<file path="config.mk">
export PLATFORM = sky130hd
export DESIGN_NAME = ram_arbiter
export DESIGN_NICKNAME = d
export VERILOG_FILES = /design/src/rtl/mem_bus_pkg.sv /design/src/rtl/rr_arbiter2.sv /design/src/rtl/ram_arbiter.sv
export SDC_FILE = /design/constraint.sdc
export NUM_CORES = 1
export LEC_CHECK = 0
export BUFFER_PORTS_ARGS = -buffer_cell sky130_fd_sc_hd__buf_2
export CORE_AREA = 2 2 89 91
export CTS_CLUSTER_SIZE = 28
export DETAILED_ROUTE_END_ITERATION = 16
export DIE_AREA = 0 0 91 93
export GPL_TIMING_DRIVEN = 0
export PLACE_DENSITY = 0.78
export SETUP_SLACK_MARGIN = 0.2
export SLEW_MARGIN = 20
export SYNTH_ARGS = -nofsm -noshare
export SYNTH_HDL_FRONTEND = slang
export SYNTH_SLANG_ARGS = --single-unit
</file>
<file path="constraint.sdc">
create_clock -name clk -period 3.3 [get_ports clk]
set_input_delay 0.66 -clock clk [delete_from_list [all_inputs] [get_ports clk]]
set_output_delay 0.66 -clock clk [all_outputs]
set_load 0.005 [all_outputs]
</file>
<file path="src/rtl/mem_bus_pkg.sv">
// Shared definitions for the RAM-port arbiter: FSM state encoding and one-hot grant codes.
// Grant codes double as the owner select for the RAM-side mux.
package mem_bus_pkg;

   localparam logic [1:0] ST_IDLE    = 2'd0;
   localparam logic [1:0] ST_ACCESS  = 2'd1;
   localparam logic [1:0] ST_RESPOND = 2'd2;

   localparam logic [1:0] GRANT_NONE = 2'b00;
   localparam logic [1:0] GRANT_REQ0 = 2'b01;
   localparam logic [1:0] GRANT_REQ1 = 2'b10;

   function automatic logic [1:0] grant_of(input logic idx);
      return idx ? GRANT_REQ1 : GRANT_REQ0;
   endfunction

endpackage

</file>
<file path="src/rtl/rr_arbiter2.sv">
// Two-way round-robin pick, purely combinational; zero latency.
// On a tie the requester that was not served last wins; no valids gives GRANT_NONE.
module rr_arbiter2 (
   input  logic       valid0,
   input  logic       valid1,
   input  logic       last_grant,
   output logic [1:0] pick
);
   import mem_bus_pkg::*;

   always_comb begin
      pick = GRANT_NONE;
      if (valid0 && valid1) begin
         pick = grant_of(~last_grant);
      end else if (valid0) begin
         pick = GRANT_REQ0;
      end else if (valid1) begin
         pick = GRANT_REQ1;
      end
   end

endmodule

</file>
<file path="src/rtl/ram_arbiter.sv">
// Shares one RAM port between two valid/ready masters, one access at a time; best case 3 cycles per access.
// Requesters are stalled until their ready pulse; a RAM that never answers is aborted after TIMEOUT_CYCLES.
module ram_arbiter #(
   parameter int ADDR_WIDTH     = 15,
   parameter int TIMEOUT_CYCLES = 255
) (
   input  logic                  clk,
   input  logic                  reset,
   input  logic                  req0_valid,
   input  logic [ADDR_WIDTH-1:0] req0_addr,
   input  logic [3:0]            req0_wstrb,
   input  logic [31:0]           req0_wdata,
   output logic                  req0_ready,
   input  logic                  req1_valid,
   input  logic [ADDR_WIDTH-1:0] req1_addr,
   input  logic [3:0]            req1_wstrb,
   input  logic [31:0]           req1_wdata,
   output logic                  req1_ready,
   output logic [31:0]           rsp_rdata,
   output logic                  mem_cs,
   output logic [3:0]            mem_we,
   output logic [ADDR_WIDTH-1:0] mem_address,
   output logic [31:0]           mem_write_data,
   input  logic [31:0]           mem_read_data,
   input  logic                  mem_ready,
   output logic [1:0]            grant,
   output logic                  timeout
);
   import mem_bus_pkg::*;

   localparam int CNT_W = (TIMEOUT_CYCLES > 0) ? $clog2(TIMEOUT_CYCLES + 1) : 1;
   localparam logic [CNT_W-1:0] CNT_LAST = (TIMEOUT_CYCLES > 0) ? CNT_W'(TIMEOUT_CYCLES - 1) : '0;

   logic [1:0]       state;
   logic [1:0]       grant_reg;
   logic             last_grant;
   logic [CNT_W-1:0] tmo_cnt;
   logic [31:0]      rdata_reg;
   logic             timeout_reg;
   logic [1:0]       pick;
   logic             tmo_hit;
   logic             in_access;
   logic             in_respond;
   logic             sel1;

   rr_arbiter2 u_arb (
      .valid0     (req0_valid),
      .valid1     (req1_valid),
      .last_grant (last_grant),
      .pick       (pick)
   );

   assign in_access  = (state == ST_ACCESS);
   assign in_respond = (state == ST_RESPOND);
   assign tmo_hit    = (TIMEOUT_CYCLES != 0) && (tmo_cnt == CNT_LAST);

   always_ff @(posedge clk or posedge reset) begin
      if (reset) begin
         state       <= ST_IDLE;
         grant_reg   <= GRANT_NONE;
         last_grant  <= 1'b1;
         tmo_cnt     <= '0;
         rdata_reg   <= '0;
         timeout_reg <= 1'b0;
      end else begin
         timeout_reg <= 1'b0;
         case (state)
            ST_IDLE: begin
               if (pick != GRANT_NONE) begin
                  grant_reg <= pick;
                  tmo_cnt   <= '0;
                  state     <= ST_ACCESS;
               end
            end
            ST_ACCESS: begin
               // A RAM answer in the last allowed cycle still counts as success.
               if (mem_ready) begin
                  rdata_reg <= mem_read_data;
                  state     <= ST_RESPOND;
               end else if (tmo_hit) begin
                  rdata_reg   <= '0;
                  timeout_reg <= 1'b1;
                  state       <= ST_RESPOND;
               end else if (tmo_cnt != {CNT_W{1'b1}}) begin
                  tmo_cnt <= tmo_cnt + CNT_W'(1);
               end
            end
            ST_RESPOND: begin
               last_grant <= grant_reg[1];
               grant_reg  <= GRANT_NONE;
               state      <= ST_IDLE;
            end
            default: begin
               grant_reg <= GRANT_NONE;
               state     <= ST_IDLE;
            end
         endcase
      end
   end

   assign req0_ready = in_respond && grant_reg[0];
   assign req1_ready = in_respond && grant_reg[1];
   assign rsp_rdata  = rdata_reg;
   assign grant      = grant_reg;
   assign timeout    = timeout_reg;

   // RAM side follows the registered owner only, never the live valids.
   assign sel1           = grant_reg[1];
   assign mem_cs         = in_access;
   assign mem_we         = in_access ? (sel1 ? req1_wstrb : req0_wstrb) : 4'h0;
   assign mem_address    = in_access ? (sel1 ? req1_addr  : req0_addr)  : '0;
   assign mem_write_data = in_access ? (sel1 ? req1_wdata : req0_wdata) : 32'h0;

endmodule

</file>
==> flow_metrics.env <==
export IMPL_crit_path_max_incr_delay_ns=0.36
export IMPL_synthFlopType="dfrtp_1"
export IMPL_dr_pass1_iters=4
export IMPL_cp_slowest_cell="mux2i_1"
export IMPL_max_freq_mhz=416.7
export IMPL_area_growth_pct=50.96
export IMPL_dpl_hpwl_um=7649
export IMPL_synthDistinctLibCells=43
export IMPL_synth_seq_cells=46
export IMPL_rsz0062_at_grt="false"
export IMPL_cts_root_buf="clkbuf_8"
export IMPL_num_vias=2985
export IMPL_m1WireLength_um=3496
export IMPL_grt_pass1_vias=2929
export IMPL_worstMarginPinSlew_ns=0.3534
export IMPL_async_flop_share=1.000
export IMPL_ys_seq_area_frac=0.4190
export IMPL_leakagePower_nw=2.322
export IMPL_finalHoldViolCount=0
export IMPL_startpoint_type="flip-flop"
export IMPL_fin_cells=615
export IMPL_cts_hold_buf=0
export IMPL_std_cell_rows=32
export IMPL_cp_max_fo=10
export IMPL_fin_tns_setup_ns=0
export IMPL_largest_reg_flops=32
export IMPL_peakVddDrop_v=0.0003805
export IMPL_insertion_delay_ns=0.29
export IMPL_antenna_left=0
export IMPL_netlist_area_um2=2750
export IMPL_synth_edf_count=0
export IMPL_period_share=0.7271
export IMPL_die_area_um2=8463
export IMPL_drtIter0Drc=80
export IMPL_post_cts_resized=0
export IMPL_die_w_um=91
export IMPL_p_per_area_nw_per_um2=681.9
export IMPL_drive_above_1_share=0.5255
export IMPL_end_kind="primary output"
export IMPL_period_needed_ns=2.400
export IMPL_io_pins=228
export IMPL_wl_met3_um=868
export IMPL_wl_per_cell_um=15.19
export IMPL_synthCells=274
export IMPL_cts_buffer_depth=2
export IMPL_syn_nets=415
export IMPL_max_slew_margin=0.7640
export IMPL_h_tree_depth=2
export IMPL_dr_wl_met2_um=4665
export IMPL_criticalPathCategory="flip-flop to primary output"
export IMPL_grt_pass1_wl_um=14490
export IMPL_placed_cells=604
export IMPL_cts_sinks=46
export IMPL_io_buffer_count=227
export IMPL_grt_max_degree=33
export IMPL_drc=0
export IMPL_cts_tree="done"
export IMPL_cap_violations=0
export IMPL_cp_top_family="buffers and inverters"
export IMPL_viasPerCell=4.854
export IMPL_syn_area_per_cell_um2=10.04
export IMPL_top_layer="met4"
export IMPL_fin_skew_ns=0.004830
export IMPL_grt_util_all_layers=0.2141
export IMPL_slew_violations=0
export IMPL_whs_ns=0.3195
export IMPL_clk_pin_slew_ns=0.09
export IMPL_postCtsSetupRepairBufs=0
export IMPL_start_util=0.3654
export IMPL_nets=650
export IMPL_final_cell_mix="buf_2 (240), nor2_1 (61), mux2i_1 (51)"
export IMPL_drt_wl_total_um=9342
export IMPL_critPathMostFrequentCell="buf_2"
export IMPL_antenna_found_initial=3
export IMPL_outcome="complete, no violations"
export IMPL_die_y_um=93
export IMPL_cp_required_ns=2.64
export IMPL_cts_buffers=5
export IMPL_min_delay_path_class="input port to async pin"
export IMPL_grt_overflow=0
export IMPL_ys_warn_count=0
export IMPL_gp_congestion=0.8411
export IMPL_cp_cell_sequence="buf_2, buf_2, mux2i_1, nor2_1, buf_2"
export IMPL_layout_commonest_cell="buf_2"
export IMPL_setup_violations_final=0
export IMPL_cp_num_buf_inv=3
export IMPL_worstPathArrival_ns=1.74
export IMPL_fp_coreArea_um2=7527
==> stage by stage <==
step / power (mW) / setup slack, ns / cell area (um2) / utilization
after detailed placement: 2.427 / 1.184 / 4034 / 0.5359
final: 2.831 / 0.9004 / 4151 / 0.5515
after global placement: 2.385 / 0.9855 / 4014 / 0.5332
after global routing: 3.035 / 0.7972 / 4149 / 0.5512
after floorplan: 1.789 / 1.554 / 2750 / -
after CTS: 2.859 / 0.8511 / 4144 / 0.5505
==> logic make-up after synthesis <==
| group | after synthesis | synth area share |
|---|---|---|
| simple gates | 89 | 0.1524 |
| mux | 51 | 0.1856 |
| buf+inv | 29 | 0.06460 |
| flops | 46 | 0.4190 |
| compound gates | 57 | 0.1692 |
| fa+ha+maj | 2 | 0.009098 |
==> final timing paths <==
path	to	from	cells after the start	slack [ns]
worst max register to register	tmo_cnt[2]	tmo_cnt[0]	5	1.59
min in group clk	rsp_rdata[20]	rsp_rdata[20]	1	0.51
max in group asynchronous	last_grant	reset	3	2.44
worst max-delay path	mem_write_data[1]	grant[1]	5	0.90
worst min-delay path	rsp_rdata[13]	reset	2	0.32
worst min register to register	rsp_rdata[20]	rsp_rdata[20]	1	0.51
==> worst register-to-register path, stage by stage, from the launching register on <==
cell and delay [ns]:
dfrtp_1 0.46, ha_1 0.28, o211ai_1 0.24, o21ba_2 0.23
a21oi_1 0.09, a211o_2 0.30
==> routing by layer <==
layer | GRT usage | up-vias
li1 | - | 1445
met1 | 0.2386 | 1351
met3 | 0.05963 | 20
met5 | 0 | -
met2 | 0.3864 | 169
met4 | 0.08586 | 0
==> cell usage after synthesis, types with 2 or more instances <==
master / n / area share
inv_1: 8 / 0.011
a31oi_1: 2 / 0.0045
nand4_1: 2 / 0.0045
nand2_1: 9 / 0.012
a22o_1: 33 / 0.11
nand2b_1: 3 / 0.0068
dfrtp_1: 45 / 0.41
a21o_1: 2 / 0.0055
a21oi_1: 7 / 0.013
mux2i_1: 51 / 0.19
buf_6: 7 / 0.029
buf_2: 13 / 0.024
nor2_1: 61 / 0.083
ha_1: 2 / 0.0091
==> layout make-up <==
class | instances | area (um2)
clock buffers | 6 | 72.57
flip-flops and latches | 46 | 1152
repair buffers | 228 | 1156
fillers | 724 | 3376
clock inverters | 2 | 37.54
multi-input cells | 199 | 1420
well taps | 102 | 127.6
plain buffers | 20 | 143.9
diodes | 3 | 7.507
inverters | 9 | 33.78
==> report_power, final <==
group / leakage, nW / switching (mW) / internal, mW / total, mW
sequential: 0.580 / 0.156 / 0.786 / 0.942
clock: 0.0514 / 0.194 / 0.226 / 0.420
combinational: 1.69 / 0.708 / 0.761 / 1.47
total: 2.32 / 1.06 / 1.77 / 2.83
Power figures use the tool's default switching activity.
